$ cat src/rtl/pe_row_sequencer.sv
// pe_row_sequencer
//   Feed and control stage in front of one PE. It loads one ifmap row (W words)
//   and one filter row (S words) into the PE scratchpads. It then runs the 1-D
//   row convolution as a CLR / (MAC, WB) x S loop for each of the E = W-S+1
//   outputs. Each finished psum is emitted on a valid/ready stream.
//
// Ports
//   clk, rst                 clock; synchronous active-high reset
//   start, cfg_w, cfg_s      job launch and row width / filter length
//   busy, done, cfg_err      job status; done/cfg_err are one-cycle pulses
//   if_*, flt_*              ifmap / filter input streams (valid/ready/data)
//   ps_*                     output psum stream (valid/ready/data)
//   pe_*                     PE scratchpad addresses, write strobes, data, MAC enable
//   pe_output_psum           PE registered accumulator (valid the cycle after pe_en)
//
// Build option
//   PE_PSUM_PRELOAD_EN: adds the ips_* input-psum stream. When it is set, CLR
//   waits for an ips handshake and preloads the psum pad entry with ips_data
//   instead of zero.
module pe_row_sequencer #(
  parameter int unsigned DW        = 16,
  parameter int unsigned IF_DEPTH  = 12,
  parameter int unsigned FLT_DEPTH = 224,
  parameter int unsigned PS_DEPTH  = 24
) (
  input  logic          clk,
  input  logic          rst,
  input  logic          start,
  input  logic [3:0]    cfg_w,
  input  logic [7:0]    cfg_s,
  output logic          busy,
  output logic          done,
  output logic          cfg_err,
  input  logic          if_valid,
  output logic          if_ready,
  input  logic [DW-1:0] if_data,
  input  logic          flt_valid,
  output logic          flt_ready,
  input  logic [DW-1:0] flt_data,
`ifdef PE_PSUM_PRELOAD_EN
  input  logic          ips_valid,
  output logic          ips_ready,
  input  logic [DW-1:0] ips_data,
`endif
  output logic          ps_valid,
  input  logic          ps_ready,
  output logic [DW-1:0] ps_data,
  output logic          pe_en,
  output logic [3:0]    pe_addr_ifmap,
  output logic [7:0]    pe_addr_filter,
  output logic [4:0]    pe_addr_psum,
  output logic          pe_wr_en_ifmap,
  output logic          pe_wr_en_filter,
  output logic          pe_wr_en_psum,
  output logic [DW-1:0] pe_input_ifmap,
  output logic [DW-1:0] pe_input_filter,
  output logic [DW-1:0] pe_input_psum,
  input  logic [DW-1:0] pe_output_psum
);

  typedef enum logic [2:0] {
    S_IDLE, S_LOAD_IF, S_LOAD_FLT, S_CLR, S_MAC, S_WB, S_OUT
  } state_t;

  localparam logic [3:0] IF_MAX  = 4'(IF_DEPTH);
  localparam logic [7:0] FLT_MAX = 8'(FLT_DEPTH);
  localparam logic [8:0] PS_MAX  = 9'(PS_DEPTH);

  state_t          state_q, state_d;
  logic [3:0]      w_q, w_d;          // row width W
  logic [7:0]      slen_q, slen_d;    // filter length S
  logic [3:0]      elast_q, elast_d;  // E-1 = W-S
  logic [7:0]      ld_q, ld_d;        // load word index (ifmap then filter)
  logic [3:0]      e_q, e_d;          // output index
  logic [7:0]      s_q, s_d;          // tap index
  logic [DW-1:0]   ps_data_q, ps_data_d;
  logic            done_q, done_d;
  logic            err_q, err_d;
  logic            cfg_bad;

  // The last clause (E > PS_DEPTH) cannot trigger with default depths. It keeps
  // the psum pad safe if the depths are ever re-parameterised.
  assign cfg_bad = (cfg_s == 8'd0) || (cfg_w == 4'd0) || (cfg_w > IF_MAX) ||
                   ({4'b0, cfg_w} < cfg_s) || (cfg_s > FLT_MAX) ||
                   ({5'b0, cfg_w} >= ({1'b0, cfg_s} + PS_MAX));

  assign busy    = (state_q != S_IDLE);
  assign done    = done_q;
  assign cfg_err = err_q;
  assign ps_data = ps_data_q;

  always_ff @(posedge clk) begin
    if (rst) begin
      state_q   <= S_IDLE;
      w_q       <= '0;
      slen_q    <= '0;
      elast_q   <= '0;
      ld_q      <= '0;
      e_q       <= '0;
      s_q       <= '0;
      ps_data_q <= '0;
      done_q    <= 1'b0;
      err_q     <= 1'b0;
    end else begin
      state_q   <= state_d;
      w_q       <= w_d;
      slen_q    <= slen_d;
      elast_q   <= elast_d;
      ld_q      <= ld_d;
      e_q       <= e_d;
      s_q       <= s_d;
      ps_data_q <= ps_data_d;
      done_q    <= done_d;
      err_q     <= err_d;
    end
  end

  always_comb begin
    state_d         = state_q;
    w_d             = w_q;
    slen_d          = slen_q;
    elast_d         = elast_q;
    ld_d            = ld_q;
    e_d             = e_q;
    s_d             = s_q;
    ps_data_d       = ps_data_q;
    done_d          = 1'b0;
    err_d           = 1'b0;
    if_ready        = 1'b0;
    flt_ready       = 1'b0;
    ps_valid        = 1'b0;
    pe_en           = 1'b0;
    pe_addr_ifmap   = '0;
    pe_addr_filter  = '0;
    pe_addr_psum    = '0;
    pe_wr_en_ifmap  = 1'b0;
    pe_wr_en_filter = 1'b0;
    pe_wr_en_psum   = 1'b0;
    pe_input_ifmap  = '0;
    pe_input_filter = '0;
    pe_input_psum   = '0;
`ifdef PE_PSUM_PRELOAD_EN
    ips_ready       = 1'b0;
`endif
    unique case (state_q)
      S_IDLE: begin
        if (start) begin
          if (cfg_bad) begin
            done_d = 1'b1;
            err_d  = 1'b1;
          end else begin
            w_d     = cfg_w;
            slen_d  = cfg_s;
            elast_d = cfg_w - cfg_s[3:0];  // S <= W <= 12 once legal
            ld_d    = '0;
            state_d = S_LOAD_IF;
          end
        end
      end
      S_LOAD_IF: begin
        if_ready       = 1'b1;
        pe_addr_ifmap  = ld_q[3:0];
        pe_input_ifmap = if_data;
        if (if_valid) begin
          pe_wr_en_ifmap = 1'b1;
          if (ld_q == ({4'b0, w_q} - 8'd1)) begin
            ld_d    = '0;
            state_d = S_LOAD_FLT;
          end else begin
            ld_d = ld_q + 8'd1;
          end
        end
      end
      S_LOAD_FLT: begin
        flt_ready       = 1'b1;
        pe_addr_filter  = ld_q;
        pe_input_filter = flt_data;
        if (flt_valid) begin
          pe_wr_en_filter = 1'b1;
          if (ld_q == (slen_q - 8'd1)) begin
            ld_d    = '0;
            e_d     = '0;
            state_d = S_CLR;
          end else begin
            ld_d = ld_q + 8'd1;
          end
        end
      end
      S_CLR: begin
        pe_addr_psum = {1'b0, e_q};
`ifdef PE_PSUM_PRELOAD_EN
        ips_ready     = 1'b1;
        pe_input_psum = ips_data;
        if (ips_valid) begin
          pe_wr_en_psum = 1'b1;
          s_d           = '0;
          state_d       = S_MAC;
        end
`else
        pe_wr_en_psum = 1'b1;
        s_d           = '0;
        state_d       = S_MAC;
`endif
      end
      S_MAC: begin
        pe_en          = 1'b1;
        pe_addr_ifmap  = e_q + s_q[3:0];
        pe_addr_filter = s_q;
        pe_addr_psum   = {1'b0, e_q};
        state_d        = S_WB;
      end
      S_WB: begin
        pe_wr_en_psum = 1'b1;
        pe_addr_psum  = {1'b0, e_q};
        pe_input_psum = pe_output_psum;
        if (s_q == (slen_q - 8'd1)) begin
          ps_data_d = pe_output_psum;
          state_d   = S_OUT;
        end else begin
          s_d     = s_q + 8'd1;
          state_d = S_MAC;
        end
      end
      S_OUT: begin
        ps_valid = 1'b1;
        if (ps_ready) begin
          if (e_q == elast_q) begin
            done_d  = 1'b1;
            state_d = S_IDLE;
          end else begin
            e_d     = e_q + 4'd1;
            state_d = S_CLR;
          end
        end
      end
      default: state_d = S_IDLE;
    endcase
  end

endmodule
$ cat config.mk
export PLATFORM = sky130hd
export DESIGN_NAME = pe_row_sequencer
export DESIGN_NICKNAME = d
export VERILOG_FILES = /design/src/rtl/pe_row_sequencer.sv
export SDC_FILE = /design/constraint.sdc
export NUM_CORES = 1
export LEC_CHECK = 0
export CAP_MARGIN = 20
export CORE_MARGIN = 2
export CORE_UTILIZATION = 40
export DETAILED_ROUTE_END_ITERATION = 16
export GPL_TIMING_DRIVEN = 0
export HOLD_SLACK_MARGIN = 0.15
export PLACE_DENSITY = 0.86
export SLEW_MARGIN = 15
export SYNTH_ARGS = -nofsm -noshare
export SYNTH_HDL_FRONTEND = slang
export SYNTH_SLANG_ARGS = --single-unit
$ cat constraint.sdc
create_clock -name clk -period 3.8 [get_ports clk]
set_input_delay 0.95 -clock clk [delete_from_list [all_inputs] [get_ports clk]]
set_output_delay 0.95 -clock clk [all_outputs]
set_load 0.01 [all_outputs]
==> results of run 1 <==
[flip-flops by register name (all words and copies together) (netlist names)]
name and count:
e_q 4, elast_q 4, ps_data 16, s_q 8, cfg_err 1, state_q 3
ld_q 8, done 1, slen_q 8, w_q 4
[path summary, 6_finish.rpt]
| kind | start | to | cells after the start |
|---|---|---|---|
| hold reg to reg | ps_data[10] | ps_data[10] | 2 |
| setup reg to reg | slen_q[3] | ps_data[12] | 10 |
| setup / recovery | cfg_w[0] | slen_q[3] | 10 |
| hold / removal | ps_data[10] | ps_data[10] | 2 |
[Yosys cell counts, drive strengths merged, types with 3 or more instances]
library cell,instances
a21boi,3
a21o,4
a21oi,38
a22o,12
a311oi,3
a31oi,3
and2,45
and3,19
buf,7
clkbuf,27
dfxtp,57
ha,14
inv,14
mux2,3
mux2i,6
nand2,57
nand2b,11
nand3,9
nand3b,4
nand4,7
nor2,38
nor2b,4
nor3,9
nor3b,7
nor4,4
o211ai,4
o21ai,11
or3,4
or4,5
xnor2,16
xnor3,3
xor2,15
[power breakdown]
part	internal [mW]	switching, mW	total [mW]
combinational	0.354	0.329	0.683
clock	0.333	0.238	0.570
sequential	0.612	0.0173	0.630
[layout make-up]
class                      count  share of cell area [%]
multi-input combinational    385                    44.3
timing repair buffer         158                    26.8
sequential                    57                    19.4
tap                          133                    2.83
clock buffer                  12                    2.64
buffer                        34                    2.47
inverter                      14                   0.895
clock inverter                 3                   0.682
[per-layer routing]
metal  GRT usage (%)  wire length (um)  vias to the layer above
li1                -                 -                     2040
met1            25.4              4710                     1981
met5               0                 0                        -
met2            41.6              6240                      175
met4            7.09               181                        0
met3            4.95               917                       16
[cell families (layout without fill, tap and decap cells)]
family / count (synthesis) / after routing / share of synthesized area (%)
AOI/OAI and AO/OA: 95 / 95 / 16.6
xor gates and xnor gates: 35 / 35 / 9.50
adders and majority gates: 16 / 16 / 5.52
buffers and inverters: 48 / 221 / 5.07
DFF: 57 / 57 / 29.3
muxes: 9 / 9 / 2.41
other: 1 / 1 / 0.0962
and+or+nand+nor: 229 / 229 / 31.6
[stage by stage]
stage	hold WS [ps]	utilization, %	cells	power, mW
2_1_floorplan	472	-	490	0.964
3_3_place_gp	438	58.2	777	1.27
3_5_place_dp	444	58.2	777	1.28
4_1_cts	453	60.3	792	1.85
5_1_grt	471	60.9	796	1.98
6_report	452	60.9	796	1.88
[critical path: cells and delay by family]
| kind | cells | cell delay, ps |
|---|---|---|
| buffers and inverters | 3 | 880 |
| AND/OR/NAND/NOR | 3 | 510 |
| AO/OA/AOI/OAI | 3 | 1120 |
| adder cells (fa/ha/maj) | 1 | 310 |
[repair_timing]
| item | CTS | global route |
|---|---|---|
| setup endpoints to repair | 15 | 46 |
| gates resized for setup | 2 | 5 |
| setup buffers | 0 | 4 |
==> results.yml, run 1 <==
global_routing:
  antenna_found_initial: 0
  grtUsageTotal_pct: 22.4
  globalRouteOverflowTotal: 0
  grt_pass1_vias: 4114
  grt_max_degree: 11
  grt_pass1_wl_um: 18700
pwr:
  powerDensity_mw_per_mm2: 321
  vdd_drop_max_mv: 0.245
  p_leak_nw: 2.36
timing:
  hold_viol_final: 0
  finalCritPeriodShare_pct: 93.5
  final.setup.worst_slack_ps: 247
  max-slew-margin-rel_pct: 59.5
  min_period_ps: 3550
  fmax_ghz: 0.281
  slew_violations: 0
  setup_tns_ps: 0
  rsz0062_at_grt: "false"
  fin_skew_ps: 5.17
  setup_viol: 0
  tightest_slew_ps: 601
detailed_routing:
  finalWirelength_um: 12100
  vias_per_cell: 5.29
  vias: 4212
  drt_iter0_drc: 242
  drc: 0
  ant_nets: 0
  first_pass_iters: 4
  post_drt_wl_per_cell_um: 15.1
layout:
  seqCellArea_mm2: 0.00114
  drive_gt1_share_pct: 6.64
  multi_input_area_mm2: 0.00260
  diodes: 0
  final_common_cell: "clkdlybuf4s50_1"
  syn_to_final_growth_pct: 50.5
  stdcell_area_mm2: 0.00587
  layout_common_cells: "clkdlybuf4s50_1, nand2_1, dfxtp_1"
  layout.nets: 741
  fillers: 858
placement:
  pre_cts_slack_ps: -590
  dpl.hpwl_um: 9410
  gp_congestion: 0.949
  place_area_mm2: 0.00561
  io_buffer_count: 154
yosys:
  ys.flop_type: "dfxtp_1"
  ys_ff_latch: 57
  synth_top_area_cell: "dfxtp_1"
  syn_inst: 490
  yosysSeqAreaShare_pct: 29.3
  ys_async_sr_fraction_pct: 0
  synth_top_area_share_pct: 29.3
  ys_top_cells_by_area: "dfxtp_1, and2_1, nand2_1, a21oi_1, ha_1"
  synth-edff-count: 0
  ys_warn_count: 0
  synthDistinctLibCells: 63
  avgSynthCellArea_um2: 7.96
  syn_area_mm2: 0.00390
  syn_nets: 572
status:
  status: "finished, final reports clean"
setup_path:
  critPathMaxFanout: 10
  end_kind: "flip-flop"
  cp_slowest_cell: "clkdlybuf4s50_1"
  critPathMaxStageDelay_ps: 500
  path_class: "primary input to flip-flop"
  path_cells: "clkdlybuf4s50_1 -> inv_1 -> ha_1 -> nand2b_1 -> a2111o_1 -> a311oi_4 -> nand3_2 -> clkbuf_1 -> a21oi_1 -> nor2_1"
  cp-start-kind: "primary input"
  critPathArrivalTime_ps: 3760
  cp.required_ps: 4010
  reg2reg_slack_ps: 920
clock_tree:
  htree_levels: 3
  root_buffer: "clkbuf_8"
  clkTransAtPathRegs_ps: 60
  clockBufferDepth: 2
  cts_tree: "built"
  cts_hold_buf: 0
  cts_buffers: 9
  clkLatencyLatePin_ps: 340
  cts_sinks: 57
flow_run:
  maxCapViolations: 0
die:
  fp.coreArea_mm2: 0.00964
  die_x_um: 103
  start_util_pct: 40.5
  num_rows: 36
  die_h_um: 103
  io_pins: 157
  dieArea_mm2: 0.0106
worst_hold_path:
  holdCritPathClass: "flip-flop to flip-flop"
Power figures use the tool's default switching activity.
==> run 2, diff against run 1 <==
--- a/config.mk
+++ b/config.mk
@@ -8,10 +8,12 @@
 export CAP_MARGIN = 20
 export CORE_MARGIN = 2
 export CORE_UTILIZATION = 40
+export CTS_CLUSTER_SIZE = 24
 export DETAILED_ROUTE_END_ITERATION = 16
 export GPL_TIMING_DRIVEN = 0
 export HOLD_SLACK_MARGIN = 0.15
 export PLACE_DENSITY = 0.86
+export SKIP_CTS_REPAIR_TIMING = 1
 export SLEW_MARGIN = 15
 export SYNTH_ARGS = -nofsm -noshare
 export SYNTH_HDL_FRONTEND = slang
==> run 2 against run 1 <==
  * Non-clock buffer count is the same
  * Flip-flop and latch count stayed put
  * First-iteration DRC count down 7.0%
  * Sequential share of layout area unchanged
  * Fmax decreased by 0.33%
  * Power barely moved
  * Sequential power about the same
  * Highest routed layer unchanged
  * Worst hold slack about the same
  * Critical path type unchanged
==> results.yml, run 2 (synthesis gave the netlist of run 1 again) <==
clock_tree:
  cts_buffers: 9
  clkTransAtPathRegs_ps: 60
  cts_sinks: 57
  clkLatencyLatePin_ps: 340
  cts_tree: "built"
  htree_levels: 3
  root_buffer: "clkbuf_8"
  clockBufferDepth: 2
detailed_routing:
  vias_per_cell: 5.33
  first_pass_iters: 5
  vias: 4243
  finalWirelength_um: 12100
  drc: 0
  post_drt_wl_per_cell_um: 15.2
  drt_iter0_drc: 225
  ant_nets: 0
global_routing:
  globalRouteOverflowTotal: 0
  antenna_found_initial: 0
  grt_pass1_vias: 4092
  grtUsageTotal_pct: 22.3
  grt_pass1_wl_um: 18600
  grt_max_degree: 11
die:
  fp.coreArea_mm2: 0.00964
  dieArea_mm2: 0.0106
  start_util_pct: 40.5
  num_rows: 36
  die_h_um: 103
  io_pins: 157
  die_x_um: 103
status:
  status: "finished, final reports clean"
timing:
  max-slew-margin-rel_pct: 59.4
  finalCritPeriodShare_pct: 93.8
  tightest_slew_ps: 604
  slew_violations: 0
  fmax_ghz: 0.280
  rsz0062_at_grt: "false"
  setup_viol: 0
  fin_skew_ps: 5.01
  hold_viol_final: 0
  final.setup.worst_slack_ps: 235
  min_period_ps: 3570
setup_path:
  critPathArrivalTime_ps: 3770
  cp_slowest_cell: "clkdlybuf4s50_1"
  cp-start-kind: "primary input"
  path_cells: "clkdlybuf4s50_1 -> inv_1 -> ha_1 -> nand2b_1 -> a2111o_1 -> a311oi_4 -> nand3_2 -> clkbuf_1 -> a21oi_1 -> nor2_1"
  end_kind: "flip-flop"
  critPathMaxFanout: 10
  cp.required_ps: 4010
  critPathMaxStageDelay_ps: 510
  path_class: "primary input to flip-flop"
  reg2reg_slack_ps: 910
layout:
  layout_common_cells: "clkdlybuf4s50_1, nand2_1, dfxtp_1"
  seqCellArea_mm2: 0.00114
  final_common_cell: "clkdlybuf4s50_1"
  drive_gt1_share_pct: 6.64
  syn_to_final_growth_pct: 50.5
  diodes: 0
  multi_input_area_mm2: 0.00260
  fillers: 858
  final_util_pct: 60.9
  largest_register_ffs: 16
  layout.nets: 741
pwr:
  p_leak_nw: 2.36
  powerDensity_mw_per_mm2: 321
  vdd_drop_max_mv: 0.244
placement:
  dpl.hpwl_um: 9410
  io_buffer_count: 154
  gp_congestion: 0.949
  pre_cts_slack_ps: -590
worst_hold_path:
  holdCritPathClass: "flip-flop to flip-flop"
flow_run:
  maxCapViolations: 0
==> run 2: per-stage QoR <==
step           area, um2  TNS (ps)  hold slack [ps]  instances  power [mW]
6_report            5870         0              452        796        1.88
3_5_place_dp        5610     -9680              444        777        1.28
2_1_floorplan       3900         0              472        490       0.964
5_1_grt             5870         0              471        796        1.98
3_3_place_gp        5610     -7870              438        777        1.27
4_1_cts             5800     -2680              453        792        1.85
==> run 2: cell type report <==
class	count	area share (%)
buffer	34	2.47
multi-input combinational	385	44.3
clock buffer	12	2.64
clock inverter	3	0.682
inverter	14	0.895
sequential	57	19.4
timing repair buffer	158	26.8
tap	133	2.83
==> run 2: final timing paths <==
| check | start | endpoint | depth (start not counted) |
|---|---|---|---|
| max | cfg_w[0] | slen_q[3] | 10 |
| min | ps_data[10] | ps_data[10] | 2 |
| max reg2reg | slen_q[3] | ps_data[12] | 10 |
| min reg2reg | ps_data[10] | ps_data[10] | 2 |
==> run 2: power by group <==
part	total [mW]	internal, mW	switching [mW]
combinational	0.686	0.354	0.332
clock	0.568	0.333	0.235
sequential	0.630	0.612	0.0176
total	1.88	1.30	0.584
==> run 2: critical path: cells and delay by family <==
kind,cells,cell delay [ps]
buffers and inverters,3,890
adder cells (fa/ha/maj),1,310
AO/OA/AOI/OAI,3,1120
AND/OR/NAND/NOR,3,510
==> run 2: layer usage <==
layer | vias to the layer above | share of wire, % | global-route usage, %
li1 | 2038 | - | -
met1 | 1994 | 39 | 25.5
met2 | 192 | 51 | 40.9
met3 | 19 | 8.1 | 5.08
met4 | 0 | 1.7 | 7.49
met5 | - | 0 | 0
==> run 3, diff against run 2 <==
--- a/config.mk
+++ b/config.mk
@@ -6,10 +6,10 @@
 export NUM_CORES = 1
 export LEC_CHECK = 0
 export CAP_MARGIN = 20
-export CORE_MARGIN = 2
 export CORE_UTILIZATION = 40
 export CTS_CLUSTER_SIZE = 24
 export DETAILED_ROUTE_END_ITERATION = 16
+export GPL_ROUTABILITY_DRIVEN = 0
 export GPL_TIMING_DRIVEN = 0
 export HOLD_SLACK_MARGIN = 0.15
 export PLACE_DENSITY = 0.86
==> run 3 against run 2 <==
  * First-iteration DRC count down 9.3%
  * Register-to-register slack got worse by 130 ps
  * Die area is 3.9% lower
  * Combinational power decreased by 0.6%
  * Via count up 0.75%
  * Critical path depth is the same
  * Final area is essentially flat
  * Clock skew grew 2.7 ps
  * Fmax down 1.0%
  * Wire length up 1.5%
  * Sequential share of layout area about the same
  * Cell count down 0.63%
  * Largest power group unchanged
==> results.yml, run 3 (synthesis gave the netlist of run 1 again) <==
global_routing:
  antenna_found_initial: 0
  grt_pass1_vias: 4203
  grt_max_degree: 11
  grt_pass1_wl_um: 19300
  globalRouteOverflowTotal: 0
  grtUsageTotal_pct: 24.2
setup_path:
  critPathMaxStageDelay_ps: 490
  path_cells: "clkdlybuf4s50_1 -> inv_1 -> ha_1 -> nand2b_1 -> a2111o_1 -> a311oi_4 -> nand3_2 -> clkbuf_1 -> a21oi_1 -> nor2_1"
  critPathArrivalTime_ps: 3820
  critPathTopFamily: "compound AO/OA/AOI/OAI gates"
  cp-start-kind: "primary input"
  cp_slowest_cell: "clkdlybuf4s50_1"
  critPathMaxFanout: 10
  cp.required_ps: 4010
  path_class: "primary input to flip-flop"
  reg2reg_from: "slen_q[0]"
  reg2reg_depth: 10
  reg2reg_slack_ps: 780
  path_buf_inv: 3
  r2r_end: "state_q[0]"
  end_kind: "flip-flop"
layout:
  layout_common_cells: "clkdlybuf4s50_1, nand2_1, dfxtp_1"
  layout.nets: 739
  fillers: 794
  largest_register_ffs: 16
  final_common_cell: "clkdlybuf4s50_1"
  final_util_pct: 62.9
  drive_gt1_share_pct: 6.34
  syn_to_final_growth_pct: 50.4
  stdcell_area_mm2: 0.00587
  diodes: 0
worst_hold_path:
  worstHoldStart: "ps_data[10]"
  holdCritPathClass: "flip-flop to flip-flop"
  hold_depth: 2
  worstHoldEndpoint: "ps_data[10]"
timing:
  fin_skew_ps: 7.72
  fmax_ghz: 0.278
  max-slew-margin-rel_pct: 55.9
  final.setup.worst_slack_ps: 197
  setup_viol: 0
  rsz0062_at_grt: "false"
  tightest_slew_ps: 655
  finalCritPeriodShare_pct: 94.8
  min_period_ps: 3600
  hold_viol_final: 0
  slew_violations: 0
  whs_ps: 452
die:
  start_util_pct: 41.8
  die_h_um: 101
  io_pins: 157
  dieArea_mm2: 0.0101
  die_x_um: 101
  num_rows: 35
  fp.coreArea_mm2: 0.00933
detailed_routing:
  finalWirelength_um: 12300
  vias: 4275
  first_pass_iters: 5
  maxUsedRoutingLayer: "met4"
  dr_wl_met3_um: 938
  drt_iter0_drc: 204
  wl_met1_um: 4810
  post_drt_wl_per_cell_um: 15.6
  wl_met2_um: 6200
  drc: 0
  ant_nets: 0
  vias_per_cell: 5.40
flow_run:
  maxCapViolations: 0
clock_tree:
  cts_sinks: 57
  clkTransAtPathRegs_ps: 70
  clockBufferDepth: 2
  cts_buffers: 9
  clkLatencyLatePin_ps: 350
  htree_levels: 3
  cts_tree: "built"
  root_buffer: "clkbuf_8"
placement:
  place_area_mm2: 0.00560
  io_buffer_count: 154
  dpl.hpwl_um: 9550
  pre_cts_slack_ps: -617
pwr:
  powerDensity_mw_per_mm2: 328
  p_leak_nw: 2.35
  vdd_drop_max_mv: 0.260
status:
  status: "finished, final reports clean"
-- run 3: cell count changes in the layout (fill, tap and decap cells not counted) --
| cell | delta |
|---|---|
| buf_4 | -2 |
| clkbuf_8 | -2 |
| clkinvlp_4 | +2 |
| bufinv_16 | +1 |
| clkbuf_1 | +1 |
| clkinv_2 | -1 |
-- run 3: per-layer routing --
metal  track usage (%)  vias to the layer above
met5                 0                        -
met4              10.5                        0
met3              5.83                       41
met2              43.6                      226
met1              27.1                     1974
li1                  -                     2034
-- run 3: final cells by class --
class / count / area (um2) / share of cell area [%]
plain buffers: 34 / 145 / 2.47
clock buffers: 11 / 131 / 2.24
clock inverters: 5 / 80.1 / 1.36
inverters: 14 / 52.6 / 0.896
multi-input cells: 385 / 2600 / 44.3
flip-flops and latches: 57 / 1140 / 19.4
well taps: 129 / 161 / 2.75
repair buffers: 156 / 1560 / 26.5
-- run 3: worst register-to-register path, cell delays in order (launching register included) --
cell	delay [ps]
dfxtp_1	290
buf_2	160
inv_1	80
ha_1	200
nor3b_1	370
xnor3_1	220
nand4b_1	150
o41ai_2	660
nand4_1	310
a311o_1	400
a21oi_2	120
-- run 3: metrics by stage --
step / total power, mW / TNS, ps / cells
floorplan: 0.964 / 0 / 490
global placement: 1.27 / -8160 / 773
detailed placement: 1.29 / -10420 / 773
CTS: 1.90 / -4340 / 789
global route: 2.01 / 0 / 791
finish: 1.92 / 0 / 791
-- run 3: report_power, final --
| group | internal [mW] | switching [mW] |
|---|---|---|
| sequential | 0.612 | 0.0170 |
| combinational | 0.346 | 0.337 |
| clock | 0.368 | 0.245 |
-- run 3: how the worst max path moves through the flow --
| stage | from | to | slack (ps) | cells past startpoint |
|---|---|---|---|---|
| 2_1_floorplan | cfg_w[0] | slen_q[3] | 510 | 9 |
| 5_1_grt | cfg_w[0] | w_q[0] | 40 | 10 |
| 3_3_place_gp | cfg_w[0] | ld_q[3] | -510 | 10 |
| 4_1_cts | cfg_w[0] | ld_q[0] | -280 | 10 |
| 6_report | cfg_w[0] | elast_q[2] | 200 | 10 |
| 3_5_place_dp | cfg_w[0] | ld_q[0] | -620 | 10 |
